===== config.mk =====
export PLATFORM = sky130hd
export DESIGN_NAME = axis_packet_arbiter
export DESIGN_NICKNAME = d
export VERILOG_FILES = /design/src/rtl/axis_arb_pkg.sv /design/src/rtl/axis_packet_arbiter_rr_picker.sv /design/src/rtl/axis_packet_arbiter.sv
export SDC_FILE = /design/constraint.sdc
export NUM_CORES = 1
export LEC_CHECK = 0
export ABC_AREA = 1
export CORE_MARGIN = 8
export CORE_UTILIZATION = 37
export CTS_CLUSTER_DIAMETER = 150
export DETAILED_ROUTE_END_ITERATION = 8
export GPL_ROUTABILITY_DRIVEN = 0
export GPL_TIMING_DRIVEN = 0
export PLACE_DENSITY_LB_ADDON = 0.2
export SLEW_MARGIN = 20
export SYNTH_ARGS = -nofsm -noshare
export SYNTH_HDL_FRONTEND = slang
export SYNTH_SLANG_ARGS = --single-unit

===== constraint.sdc =====
create_clock -name clk_i -period 2 [get_ports clk_i]
set_clock_uncertainty 0.15 [all_clocks]
set_input_delay 0.2 -clock clk_i [delete_from_list [all_inputs] [get_ports clk_i]]
set_output_delay 0.2 -clock clk_i [all_outputs]
set_load 0.1 [all_outputs]

===== src/rtl/axis_arb_pkg.sv =====
// Shared types and helpers for the AXI-Stream packet arbiter.
//   arb_state_t : arbiter FSM state (IDLE between packets, BUSY while a packet is granted).
//   rr_pick     : round-robin first-set search over up to MAX_SRC requesters.
//   MAX_SRC     : largest requester count the helpers support.
package axis_arb_pkg;

    localparam int unsigned MAX_SRC   = 16;
    localparam int unsigned MAX_IDX_W = 4;

    typedef enum logic [0:0] {IDLE, BUSY} arb_state_t;

    // Returns {found, idx}: the first asserted bit of req[n-1:0], scanning
    // ptr, ptr+1, ... and wrapping from n-1 back to 0. ptr must be below n.
    function automatic logic [MAX_IDX_W:0] rr_pick(input logic [MAX_SRC-1:0]   req,
                                                   input logic [MAX_IDX_W-1:0] ptr,
                                                   input int unsigned          n);
        logic [MAX_IDX_W:0] res;
        logic [MAX_IDX_W:0] idx;
        res = '0;
        for (int unsigned k = 0; k < MAX_SRC; k++) begin
            // ptr + k stays below 2n, so one conditional subtract is the whole modulo.
            idx = {1'b0, ptr} + (MAX_IDX_W + 1)'(k);
            if (idx >= (MAX_IDX_W + 1)'(n)) begin
                idx = idx - (MAX_IDX_W + 1)'(n);
            end
            if ((k < n) && !res[MAX_IDX_W] && req[idx[MAX_IDX_W-1:0]]) begin
                res = {1'b1, idx[MAX_IDX_W-1:0]};
            end
        end
        return res;
    endfunction

endpackage


===== src/rtl/axis_packet_arbiter_rr_picker.sv =====
// Round-robin picker: combinational rotate/priority-encode of N_SRC requests.
//   req_i   : request vector.
//   ptr_i   : search start index (highest priority).
//   found_o : at least one request is set.
//   idx_o   : first requester at or after ptr_i, wrapping modulo N_SRC.
module rr_picker
    import axis_arb_pkg::*;
#(
    parameter int unsigned N_SRC = 4,
    parameter int unsigned IDX_W = $clog2(N_SRC)
) (
    input  logic [N_SRC-1:0] req_i,
    input  logic [IDX_W-1:0] ptr_i,
    output logic             found_o,
    output logic [IDX_W-1:0] idx_o
);

    logic [MAX_SRC-1:0]   req_ext;
    logic [MAX_IDX_W-1:0] ptr_ext;
    logic [MAX_IDX_W:0]   pick;

    always_comb begin
        req_ext               = '0;
        req_ext[N_SRC-1:0]    = req_i;
        ptr_ext               = '0;
        ptr_ext[IDX_W-1:0]    = ptr_i;
        pick                  = rr_pick(req_ext, ptr_ext, N_SRC);
    end

    assign found_o = pick[MAX_IDX_W];
    assign idx_o   = IDX_W'(pick[MAX_IDX_W-1:0]);

endmodule


===== src/rtl/axis_packet_arbiter.sv =====
// N-input AXI-Stream packet arbiter. A round-robin grant is held for a whole
// packet (first beat to s_last); one IDLE arbitration cycle separates packets.
// The granted input is passed through combinationally, with no buffering.
//   clk_i/rst_i           : clock, synchronous active-high reset.
//   s_valid_i/s_ready_o   : per-input handshake; s_last_i/s_keep_i/s_data_i per-input beat.
//   m_valid_o/m_ready_i   : output handshake; m_last_o/m_keep_o/m_data_o output beat.
//   busy_o                : a packet is currently granted.
// Optional (macro AXIS_ARB_ID_EN): m_id_o = granted input while busy, pkt_cnt_o = packets
// completed since reset (wraps at 2^32).
module axis_packet_arbiter
    import axis_arb_pkg::*;
#(
    parameter int unsigned  N_SRC          = 4,
    parameter int unsigned  WORD_W         = 8,
    parameter int unsigned  BUS_W          = 8,
    localparam int unsigned WORDS_PER_BEAT = BUS_W / WORD_W,
    localparam int unsigned IDX_W          = $clog2(N_SRC)
) (
    input  logic                                         clk_i,
    input  logic                                         rst_i,
    input  logic [N_SRC-1:0]                             s_valid_i,
    output logic [N_SRC-1:0]                             s_ready_o,
    input  logic [N_SRC-1:0]                             s_last_i,
    input  logic [N_SRC-1:0][WORDS_PER_BEAT-1:0]         s_keep_i,
    input  logic [N_SRC-1:0][WORDS_PER_BEAT-1:0][WORD_W-1:0] s_data_i,
    output logic                                         m_valid_o,
    input  logic                                         m_ready_i,
    output logic                                         m_last_o,
    output logic [WORDS_PER_BEAT-1:0]                    m_keep_o,
    output logic [WORDS_PER_BEAT-1:0][WORD_W-1:0]        m_data_o,
`ifdef AXIS_ARB_ID_EN
    output logic [IDX_W-1:0]                             m_id_o,
    output logic [31:0]                                  pkt_cnt_o,
`endif
    output logic                                         busy_o
);

    arb_state_t       state_q;
    logic [IDX_W-1:0] grant_q;
    logic [IDX_W-1:0] rr_ptr_q;
    logic             busy_q;
    logic             pick_found;
    logic [IDX_W-1:0] pick_idx;
    logic [IDX_W-1:0] rr_ptr_d;
    logic             last_hs;
`ifdef AXIS_ARB_ID_EN
    logic [31:0]      pkt_cnt_q;
`endif

    rr_picker #(
        .N_SRC (N_SRC),
        .IDX_W (IDX_W)
    ) u_rr_picker (
        .req_i   (s_valid_i),
        .ptr_i   (rr_ptr_q),
        .found_o (pick_found),
        .idx_o   (pick_idx)
    );

    // Pass-through of the granted input; everything forced to 0 unless a beat
    // is actually valid so idle sources never leak X downstream.
    always_comb begin
        s_ready_o = '0;
        m_valid_o = 1'b0;
        m_last_o  = 1'b0;
        m_keep_o  = '0;
        m_data_o  = '0;
        if (state_q == BUSY) begin
            s_ready_o[grant_q] = m_ready_i;
            if (s_valid_i[grant_q]) begin
                m_valid_o = 1'b1;
                m_last_o  = s_last_i[grant_q];
                m_keep_o  = s_keep_i[grant_q];
                m_data_o  = s_data_i[grant_q];
            end
        end
    end

    assign last_hs  = m_valid_o & m_ready_i & m_last_o;
    assign rr_ptr_d = (grant_q == IDX_W'(N_SRC - 1)) ? '0 : grant_q + IDX_W'(1);

    always_ff @(posedge clk_i) begin
        if (rst_i) begin
            state_q   <= IDLE;
            grant_q   <= '0;
            rr_ptr_q  <= '0;
            busy_q    <= 1'b0;
`ifdef AXIS_ARB_ID_EN
            pkt_cnt_q <= '0;
`endif
        end else begin
            case (state_q)
                IDLE: begin
                    if (pick_found) begin
                        grant_q <= pick_idx;
                        state_q <= BUSY;
                        busy_q  <= 1'b1;
                    end
                end
                BUSY: begin
                    // A granted source that stalls mid-packet keeps the lock.
                    if (last_hs) begin
                        state_q   <= IDLE;
                        busy_q    <= 1'b0;
                        rr_ptr_q  <= rr_ptr_d;
`ifdef AXIS_ARB_ID_EN
                        pkt_cnt_q <= pkt_cnt_q + 32'd1;
`endif
                    end
                end
                default: begin
                    state_q <= IDLE;
                    busy_q  <= 1'b0;
                end
            endcase
        end
    end

    assign busy_o = busy_q;

`ifdef AXIS_ARB_ID_EN
    assign m_id_o    = (state_q == BUSY) ? grant_q : '0;
    assign pkt_cnt_o = pkt_cnt_q;
`endif

endmodule


==> results.cfg <==
[synth]
ys_seq_area_share_pct = 11.9
synth_common_cells = nor2_1, nand2_1, o21ai_0, inv_1, a21oi_1
ys.warnings.count = 0
postSynthAreaPerCell_sq_um = 5.42
synth.most_common_cell = nor2_1
synth_cells = 186
synthArstFlopShare_pct = 0
ys_types = 22
syn_area_sq_um = 1010
synth.largest_area_cell = nor2_1
yosys-top-cells-area = nor2_1, nand2_1, dfxtp_1
synth_fp_nets = 241
synth_seq_cells = 6
synthFlopType = dfxtp_1
synth_top_area_share_pct = 21.6
synth_edf_count = 0

[sta]
post-route-period-util_pct = 97.4
max_freq_mhz = 514
slew_viol_final = 0
fin_setup_tns_ns = 0
relSlewSlack_pct = 36.6
setup_viol = 0
finalWorstSetupSlack_ns = 0.0529
period_needed_ns = 1.95
rsz0062_at_grt = true
finalHoldViolations = 0
worstMarginPinSlew_ns = 0.955
hold-worst-slack_ns = 0.322

[finish]
nNetsFinal = 309
final_cell_area_sq_um = 2000
antenna_cells = 0
drive_gt1_share_pct = 26.9
syn2layout_area_growth_pct = 98.6
n_fill_cell = 223
final_core_util_pct = 75.1

[clocking]
htreeDepth = 1
cts_hold_buf = 0
cts_buffer_depth = 2
clk_latency_ns = 0.25
root_buffer = clkbuf_4
clock-sinks = 6
clk_pin_slew_worst_paths_ns = 0.05
cts_tree = done
numCtsBuffers = 3

[power]
p_leak_nw = 0.863
vdd_drop_max_v = 0.000587
power_density_nw_per_um2 = 669

[grt]
grt_overflow = 0
grt_pass1_vias = 1346
grt_pass1_wl_mm = 5.98
grt_max_degree = 12
grt_usage_pct = 16.2
antenna_found_initial = 0

[floorplanning]
dieArea_sq_um = 4650
io_pins = 63
core_sq_um = 2660
fp.dieW_microns = 68.2
start_util_pct = 37.8
num_rows = 19
dieHeight_microns = 68.2

[setup_path]
max_stage_delay_ns = 0.40
worstPathCellList = buf_6 > buf_6 > nor2_1 > nor2_1 > o21ai_0 > a21oi_4 > buf_8
cp_max_fo = 10
cpMaxStageDelayCell = dfxtp_4
path_class = flip-flop to output pin
reg2reg_slack_ns = 0.20
cp_top_family = buffers and inverters
worstPathArrival_ns = 1.60
critPathLaunchType = flip-flop
required_ns = 1.65
cp-end-kind = output pin
critPathBufInv = 3

[placement]
dp_hpwl_mm = 3.05
port_buffers = 62
placed_area_sq_um = 1810
dp_slack_ns = -1.07

[routing]
detail_route.wl_per_cell_microns = 13.5
drt_iter0_drc = 76
wl_met2_mm = 1.94
routed_wl_mm = 3.84
m1WireLength_mm = 1.68
via_count = 1374
drc = 0
wl_met3_microns = 220
first_pass_iters = 4
avgViaCountPerCell = 4.84
ant_nets = 0
dr.max_layer_used = met4

[run_status]
outcome = completed

[flow_run]
cap_violations = 0

[hold_path]
hp-class = flip-flop to flip-flop
-- cell usage in the layout, fill, tap and decap left out, types with 2 or more instances in the layout --
cell / count
nand3_1: 7
a21oi_4: 10
ha_1: 7
o21ai_0: 14
nor2_2: 5
buf_12: 8
buf_4: 3
dfxtp_2: 3
nor2_1: 53
o21ai_1: 7
nand2_1: 29
inv_2: 3
inv_1: 12
buf_6: 6
buf_2: 3
clkdlybuf4s50_1: 45
nand3_2: 2
nand2_2: 4
nand2_4: 3
nand4_1: 2
clkbuf_4: 4
nor2_4: 2
a21oi_1: 4
dfxtp_1: 2
-- power breakdown --
part	switching [mW]	leakage [nW]	total, mW	internal [mW]
Clock	0.0484	0.0150	0.124	0.0759
Combinational	0.673	0.796	1.05	0.374
Sequential	0.0281	0.0515	0.167	0.138
Total	0.750	0.863	1.34	0.589
-- layer usage --
metal,track usage [%],vias up
li1,-,733
met1,20.2,600
met2,27.9,39
met3,2.62,2
met4,4.35,0
met5,0,-
-- path summary, 6_finish.rpt --
check / to / startpoint / cells past startpoint
max: m_data_o[7] / grant_q[0] / 7
min: busy_o / busy_o / 2
max reg2reg: grant_q[1] / rr_ptr_q[1] / 11
min reg2reg: busy_o / busy_o / 2
-- flip-flops by register name, summed over array words and instances (netlist names) --
| signal | count |
|---|---|
| grant_q | 2 |
| rr_ptr_q | 2 |
| busy_o | 1 |
| state_q | 1 |
-- logic make-up after synthesis --
logic type	count (synthesis)	synth area share (%)
AO/OA/AOI/OAI	38	20.4
buffers and inverters	25	11.9
AND/OR/NAND/NOR	109	45.8
adder cells (fa/ha/maj)	8	9.94
flip-flops	6	11.9
-- worst min-delay path, cell delays in order (launching register included) --
cell	delay, ns
dfxtp_1	0.31
nand2_1	0.06
a21oi_1	0.06
-- area by class of cell --
cell class                      instances  area, sq um  share of cell area [%]
Sequential cell                         6          128                    6.38
Buffer                                  7         56.3                    2.81
Inverter                               18         83.8                    4.19
Clock buffer                            4         26.3                    1.31
Tap cell                               31         38.8                    1.94
Timing Repair Buffer                   63          708                    35.4
Multi-Input combinational cell        155          960                    48.0
-- timing repair --
item                                   CTS  global route
endpoints found under the hold margin    0             0
pin swaps                                1             3
setup buffers                            0             1
setup endpoints to repair               19            19
resized for setup                      115            30
-- through the flow --
stage	std cells	power, mW
final	284	1.34
after global routing	284	1.44
after CTS	283	1.28
after detailed placement	279	1.09
after global placement	279	1.09
after floorplan	186	0.849
Note: power is estimated with default switching activity, not from simulation.
